### config.mk
export PLATFORM = sky130hd
export DESIGN_NAME = line_transfer_engine
export DESIGN_NICKNAME = d
export VERILOG_FILES = /design/src/rtl/line_xfer_pkg.sv /design/src/rtl/line_xfer_buffer.sv /design/src/rtl/line_transfer_engine.sv
export SDC_FILE = /design/constraint.sdc
export NUM_CORES = 1
export LEC_CHECK = 0
export BUFFER_PORTS_ARGS = -buffer_cell sky130_fd_sc_hd__buf_2
export CORE_AREA = 2 2 409 411
export CTS_CLUSTER_DIAMETER = 80
export DETAILED_ROUTE_END_ITERATION = 16
export DIE_AREA = 0 0 411 413
export PLACE_DENSITY = 0.3
export SLEW_MARGIN = 25
export SYNTH_ARGS = -nofsm -noshare
export SYNTH_HDL_FRONTEND = slang
export SYNTH_SLANG_ARGS = --single-unit
### constraint.sdc
create_clock -name clk -period 2.95 [get_ports clk]
set_input_delay 0.295 -clock clk [delete_from_list [all_inputs] [get_ports clk]]
set_output_delay 0.295 -clock clk [all_outputs]
set_load 0.01 [all_outputs]
### src/rtl/line_xfer_pkg.sv
// Shared types and constants for the cache line fill/writeback engine.
package line_xfer_pkg;

  localparam int SET_WIDTH      = 4;
  localparam int LINE_WIDTH     = 256;
  localparam int BEAT_WIDTH     = 64;
  localparam int NUM_BEATS      = LINE_WIDTH / BEAT_WIDTH;
  localparam int BEAT_IDX_WIDTH = 2;
  localparam int OFFSET_BITS    = 5;
  localparam int MEM_ADDR_WIDTH = 32;
  localparam int MASK_WIDTH     = LINE_WIDTH / 8;

  typedef enum logic [2:0] {
    ST_IDLE       = 3'd0,
    ST_FILL_BURST = 3'd1,
    ST_FILL_WRITE = 3'd2,
    ST_WB_READ    = 3'd3,
    ST_WB_WAIT    = 3'd4,
    ST_WB_BURST   = 3'd5,
    ST_DONE       = 3'd6
  } xfer_state_e;

  function automatic logic [MEM_ADDR_WIDTH-1:0] line_align(input logic [MEM_ADDR_WIDTH-1:0] addr);
    return addr & {{(MEM_ADDR_WIDTH-OFFSET_BITS){1'b1}}, {OFFSET_BITS{1'b0}}};
  endfunction

endpackage

### src/rtl/line_xfer_buffer.sv
// One-line staging register: beat-wise fill from memory, whole-line load from the
// array, and beat selection for streaming out.
module line_xfer_buffer
  import line_xfer_pkg::*;
(
  input  logic                      clk_i,
  input  logic                      rst_ni,
  input  logic                      beat_we_i,
  input  logic [BEAT_IDX_WIDTH-1:0] beat_idx_i,
  input  logic [BEAT_WIDTH-1:0]     beat_din_i,
  input  logic                      line_we_i,
  input  logic [LINE_WIDTH-1:0]     line_din_i,
  output logic [LINE_WIDTH-1:0]     line_o,
  output logic [BEAT_WIDTH-1:0]     beat_o
);

  logic [LINE_WIDTH-1:0] line_q;

  // Line storage; a whole-line load takes priority over a beat write.
  always_ff @(posedge clk_i or negedge rst_ni) begin
    if (!rst_ni) begin
      line_q <= {LINE_WIDTH{1'b0}};
    end else if (line_we_i) begin
      line_q <= line_din_i;
    end else if (beat_we_i) begin
      line_q[beat_idx_i*BEAT_WIDTH +: BEAT_WIDTH] <= beat_din_i;
    end else begin
      line_q <= line_q;
    end
  end

  assign line_o = line_q;
  assign beat_o = line_q[beat_idx_i*BEAT_WIDTH +: BEAT_WIDTH];

endmodule

### src/rtl/line_transfer_engine.sv
// Fill/writeback engine between the cache data array and the burst memory port.
// Idle: the cache path owns the array through a mux; busy: the engine owns it.
module line_transfer_engine
  import line_xfer_pkg::*;
(
  input  logic                      clk,
  input  logic                      rst_n,
  input  logic                      req_valid,
  output logic                      req_ready,
  input  logic                      req_op,
  input  logic [SET_WIDTH-1:0]      req_set,
  input  logic [MEM_ADDR_WIDTH-1:0] req_addr,
  output logic                      done,
  input  logic                      c_csb,
  input  logic                      c_web,
  input  logic [MASK_WIDTH-1:0]     c_wmask,
  input  logic [SET_WIDTH-1:0]      c_addr,
  input  logic [LINE_WIDTH-1:0]     c_din,
  output logic                      sram_csb,
  output logic                      sram_web,
  output logic [MASK_WIDTH-1:0]     sram_wmask,
  output logic [SET_WIDTH-1:0]      sram_addr,
  output logic [LINE_WIDTH-1:0]     sram_din,
  input  logic [LINE_WIDTH-1:0]     sram_dout,
  output logic [MEM_ADDR_WIDTH-1:0] bmem_addr,
  output logic                      bmem_read,
  output logic                      bmem_write,
  output logic [BEAT_WIDTH-1:0]     bmem_wdata,
  input  logic [BEAT_WIDTH-1:0]     bmem_rdata,
  input  logic                      bmem_resp
);

  localparam logic [BEAT_IDX_WIDTH-1:0] LAST_BEAT = BEAT_IDX_WIDTH'(NUM_BEATS - 1);

  xfer_state_e               state_q;
  logic [BEAT_IDX_WIDTH-1:0] cnt_q;
  logic [SET_WIDTH-1:0]      set_q;
  logic [MEM_ADDR_WIDTH-1:0] bmem_addr_q;
  logic                      req_ready_q;
  logic                      done_q;
  logic                      bmem_read_q;
  logic                      bmem_write_q;
  logic                      beat_we_s;
  logic                      line_we_s;
  logic [LINE_WIDTH-1:0]     line_s;

  assign beat_we_s = (state_q == ST_FILL_BURST) && bmem_resp;
  // The array drives dout on the negedge after the read, so WB_WAIT's closing edge captures it.
  assign line_we_s = (state_q == ST_WB_WAIT);

  line_xfer_buffer u_buffer (
    .clk_i      (clk),
    .rst_ni     (rst_n),
    .beat_we_i  (beat_we_s),
    .beat_idx_i (cnt_q),
    .beat_din_i (bmem_rdata),
    .line_we_i  (line_we_s),
    .line_din_i (sram_dout),
    .line_o     (line_s),
    .beat_o     (bmem_wdata)
  );

  // Transfer sequencer with registered handshake and burst-command outputs.
  always_ff @(posedge clk or negedge rst_n) begin
    if (!rst_n) begin
      state_q      <= ST_IDLE;
      cnt_q        <= {BEAT_IDX_WIDTH{1'b0}};
      set_q        <= {SET_WIDTH{1'b0}};
      bmem_addr_q  <= {MEM_ADDR_WIDTH{1'b0}};
      req_ready_q  <= 1'b1;
      done_q       <= 1'b0;
      bmem_read_q  <= 1'b0;
      bmem_write_q <= 1'b0;
    end else begin
      case (state_q)
        ST_IDLE: begin
          if (req_valid) begin
            set_q       <= req_set;
            bmem_addr_q <= line_align(req_addr);
            cnt_q       <= {BEAT_IDX_WIDTH{1'b0}};
            req_ready_q <= 1'b0;
            if (req_op) begin
              state_q <= ST_WB_READ;
            end else begin
              state_q     <= ST_FILL_BURST;
              bmem_read_q <= 1'b1;
            end
          end
        end
        ST_FILL_BURST: begin
          if (bmem_resp) begin
            cnt_q <= cnt_q + BEAT_IDX_WIDTH'(1);
            if (cnt_q == LAST_BEAT) begin
              bmem_read_q <= 1'b0;
              state_q     <= ST_FILL_WRITE;
            end
          end
        end
        ST_FILL_WRITE: begin
          state_q <= ST_DONE;
          done_q  <= 1'b1;
        end
        ST_WB_READ: begin
          state_q <= ST_WB_WAIT;
        end
        ST_WB_WAIT: begin
          state_q      <= ST_WB_BURST;
          bmem_write_q <= 1'b1;
        end
        ST_WB_BURST: begin
          if (bmem_resp) begin
            cnt_q <= cnt_q + BEAT_IDX_WIDTH'(1);
            if (cnt_q == LAST_BEAT) begin
              bmem_write_q <= 1'b0;
              done_q       <= 1'b1;
              state_q      <= ST_DONE;
            end
          end
        end
        ST_DONE: begin
          done_q      <= 1'b0;
          req_ready_q <= 1'b1;
          state_q     <= ST_IDLE;
        end
        default: begin
          state_q      <= ST_IDLE;
          cnt_q        <= {BEAT_IDX_WIDTH{1'b0}};
          req_ready_q  <= 1'b1;
          done_q       <= 1'b0;
          bmem_read_q  <= 1'b0;
          bmem_write_q <= 1'b0;
        end
      endcase
    end
  end

  // Array port mux: cache path while idle, engine-driven accesses otherwise.
  always_comb begin
    sram_csb   = 1'b1;
    sram_web   = 1'b1;
    sram_wmask = {MASK_WIDTH{1'b0}};
    sram_addr  = set_q;
    sram_din   = line_s;
    case (state_q)
      ST_IDLE: begin
        sram_csb   = c_csb;
        sram_web   = c_web;
        sram_wmask = c_wmask;
        sram_addr  = c_addr;
        sram_din   = c_din;
      end
      ST_FILL_WRITE: begin
        sram_csb   = 1'b0;
        sram_web   = 1'b0;
        sram_wmask = {MASK_WIDTH{1'b1}};
      end
      ST_WB_READ: begin
        sram_csb = 1'b0;
      end
      default: begin
        sram_csb = 1'b1;
      end
    endcase
  end

  assign req_ready  = req_ready_q;
  assign done       = done_q;
  assign bmem_addr  = bmem_addr_q;
  assign bmem_read  = bmem_read_q;
  assign bmem_write = bmem_write_q;

endmodule
==> results.py <==
metrics = {
    "synthesis": {
        "synthCells": 1597,
        "synth_area_leader_cell": "dfrtp_1",
        "ys_types": 47,
        "synth_warnings": 0,
        "synth-edff-count": 0,
        "yosysTopAreaCellShare": 0.3855,
        "syn_area_per_cell_um2": 11.99,
        "ys_seq_area_frac": 0.3869,
        "synthArstFlopShare": 1.000,
        "ys_seq_elements": 296,
        "synthesis.area_mm2": 0.01915,
        "synth_area_leaders": "dfrtp_1 (39%), mux2_1 (13%), mux4_2 (7.5%)",
        "synth-main-ff-cell": "dfrtp_1",
    },
    "sta": {
        "rsz0062_at_grt": "yes",
        "fin_crit_ps": 2882,
        "finalClockSkew_ps": 23.59,
        "hold_slack_ps": 39.31,
        "relSlewSlack": 0.3558,
        "fin_crit_sh": 0.9771,
        "worstMarginPinSlew_ps": 966.3,
        "setup_viol": 0,
        "max_freq_mhz": 346.9,
        "hold_viol": 0,
        "drv_slew": 0,
    },
    "power": {
        "power_mw": 35.38,
        "total_leakage_power_nw": 14.94,
        "vdd_drop_max_uv": 451.2,
        "power_density_mw_per_mm2": 1098,
    },
    "min_path": {
        "min_from": "sram_dout[116]",
        "hold_class": "input pin to flip-flop",
        "min_path_cells": 3,
        "hold_path_end": "u_buffer.line_o[116]",
    },
    "setup_path": {
        "worstPathCellList": "nor3_4 > buf_12 > buf_16 > buf_16 > buf_4 > mux2_1 > buf_2",
        "cpMaxStageDelayCell": "dfrtp_4",
        "reg2regPathDepth": 6,
        "cp_max_fo": 10,
        "start_kind": "flip-flop",
        "critPathBufInv": 5,
        "r2r_end": "u_buffer.line_o[86]",
        "crit_type": "flip-flop to output pin",
        "cp.arrival_ps": 2590,
        "reg2reg_from": "cnt_q[0]",
        "regToRegSetupSlack_ps": 90,
        "end_kind": "output pin",
        "cp_common_cell": "buf_16",
        "critPathMaxStageDelay_ps": 510,
        "crit_family": "buffers and inverters",
        "critPathRequiredTime_ps": 2650,
    },
    "finish": {
        "syn_to_final_growth_pct": 68.24,
        "nets": 3573,
        "final_common_cell": "buf_2",
        "fin_util": 0.1942,
        "drive_above_1_share": 0.4641,
        "mostFrequentLayoutCells": "buf_2 (1037), dlygate4sd3_1 (323), dfrtp_1 (291)",
    },
    "global_routing": {
        "busiest_layer": "met2",
        "antenna_found_initial": 67,
        "grt_pass1_vias": 21130,
        "gr-usage-met2": 0.2783,
        "met3_usage": 0.02767,
        "grt_use_total": 0.1549,
        "grt-ovfl-total": 0,
        "grt_max_degree": 91,
        "grt_first_pass_wirelength_mm": 183.5,
        "met1_usage": 0.1914,
    },
    "cts": {
        "worst_setup_hold_path_clk_slew_ps": 60,
        "cts.htree.levels": 2,
        "cts_tree": "done",
        "clock-root-buffer": "clkbuf_16",
        "clk_path_buf_depth": 3,
        "clk_latency_ps": 630,
        "numCtsBuffers": 45,
        "clock_sinks": 296,
    },
    "detailed_routing": {
        "firstDrtPassIters": 4,
        "avgViaCountPerCell": 3.951,
        "ant_nets": 0,
        "routedWlPerCell_um": 26.97,
        "drt_iter0_drc": 1035,
        "drcViolationCount": 0,
        "wl_mm": 139.1,
        "num_vias": 20390,
    },
    "floorplan": {
        "rows": 150,
        "dieArea_mm2": 0.1697,
        "fp.dieH_um": 413,
        "die_w_um": 411,
        "ios": 1049,
        "core_mm2": 0.1659,
        "start_util": 0.1154,
    },
    "placement": {
        "place.gp.congestion": 0.8093,
        "io_buffers": 1038,
        "dpl.hpwl_mm": 103.7,
    },
    "job": {
        "cap_violations": 0,
    },
    "outcome": {
        "outcome": "completed",
    },
}
==> kinds of logic (layout without fill, tap and decap cells) <==
kind of cell / after synthesis / after routing / share of synthesized area
DFF: 296 / 296 / 0.3869
and+or+nand+nor: 291 / 291 / 0.09711
adders and majority gates: 8 / 8 / 0.005228
other: 1 / 20 / 0.0001959
muxes: 356 / 356 / 0.2470
buffers and inverters: 205 / 1544 / 0.05777
AOI/OAI and AO/OA: 440 / 441 / 0.2058
==> registers in the layout, indices dropped and copies added (netlist names) <==
signal,count
set_q,4
bmem_read,1
done,1
bmem_write,1
req_ready,1
cnt_q,2
u_buffer.line_o,256
state_q,3
bmem_addr,27
==> metrics by stage <==
| stage | cells | area, um2 | worst slack [ps] | setup TNS [ps] |
|---|---|---|---|---|
| after floorplan | 1601 | 19160 | 400.2 | 0 |
| after global placement | 4735 | 27190 | 381.1 | 0 |
| after detailed placement | 4735 | 27190 | 351.0 | 0 |
| after CTS | 5142 | 32110 | -13.31 | -78.96 |
| after global routing | 5155 | 32200 | -33.83 | -809.1 |
| final | 5160 | 32210 | 67.54 | 0 |
==> how the worst max path moves through the flow <==
stage                          start              endpoint  slack (ps)  cells past startpoint
after floorplan             cnt_q[0]  u_buffer.line_o[132]         400                     10
after global placement      cnt_q[0]  u_buffer.line_o[102]         380                      6
after detailed placement    cnt_q[0]  u_buffer.line_o[107]         350                      6
after CTS                 state_q[1]          sram_din[66]         -10                      7
after global routing      state_q[1]          sram_din[92]         -30                      7
final                     state_q[1]          sram_din[85]          70                      7
==> cell usage after synthesis, drive strengths merged (2+ instances only) <==
master  instances
o21ai           3
a31o            2
nor3b           2
o32a          128
and3          192
nor4bb          4
and2           66
buf           114
nor2            3
nor3            3
ha              8
nand2           5
dfrtp         295
or3             2
o21a          129
a221o         128
clkbuf         85
mux2          292
nand4b          4
and4            3
mux4           64
a21o           34
a21oi           9
inv             6
nand3           2
==> cell type report <==
class | count | area (um2)
Tap cell | 2204 | 2758
Inverter | 6 | 22.52
Fill cell | 18580 | 133700
Clock inverter | 23 | 331.6
Multi-Input combinational cell | 1101 | 10770
Antenna cell | 15 | 37.54
Timing Repair Buffer | 1460 | 9648
Sequential cell | 296 | 7421
Clock buffer | 55 | 1224
==> worst reg2reg max path: stages, from the launching register on <==
cell           delay (ps)
dfrtp_4               460
inv_1                 100
ha_1                  470
and2_1                180
and4_4                660
a221o_1               350
dlygate4sd3_1         560
==> power by group <==
part           internal (mW)  switching [mW]
clock                   3.51            2.38
combinational           9.87            10.7
sequential              6.11            2.82
total                   19.5            15.9
==> routing by layer <==
layer,vias up,part of all wire
met2,791,0.51
li1,9034,-
met4,24,0.017
met3,156,0.052
met1,10380,0.42
met5,-,0.0011
==> what timing repair did <==
item | CTS | global route
setup endpoints to repair | 185 | 55
cloned | 1 | 2
endpoints found under the hold margin | 297 | 0
setup buffers | 5 | 1
resized for setup | 6 | 5
hold buffers | 323 | 0
pin swaps | 1 | 2
Note: power is estimated with default switching activity, not from simulation.
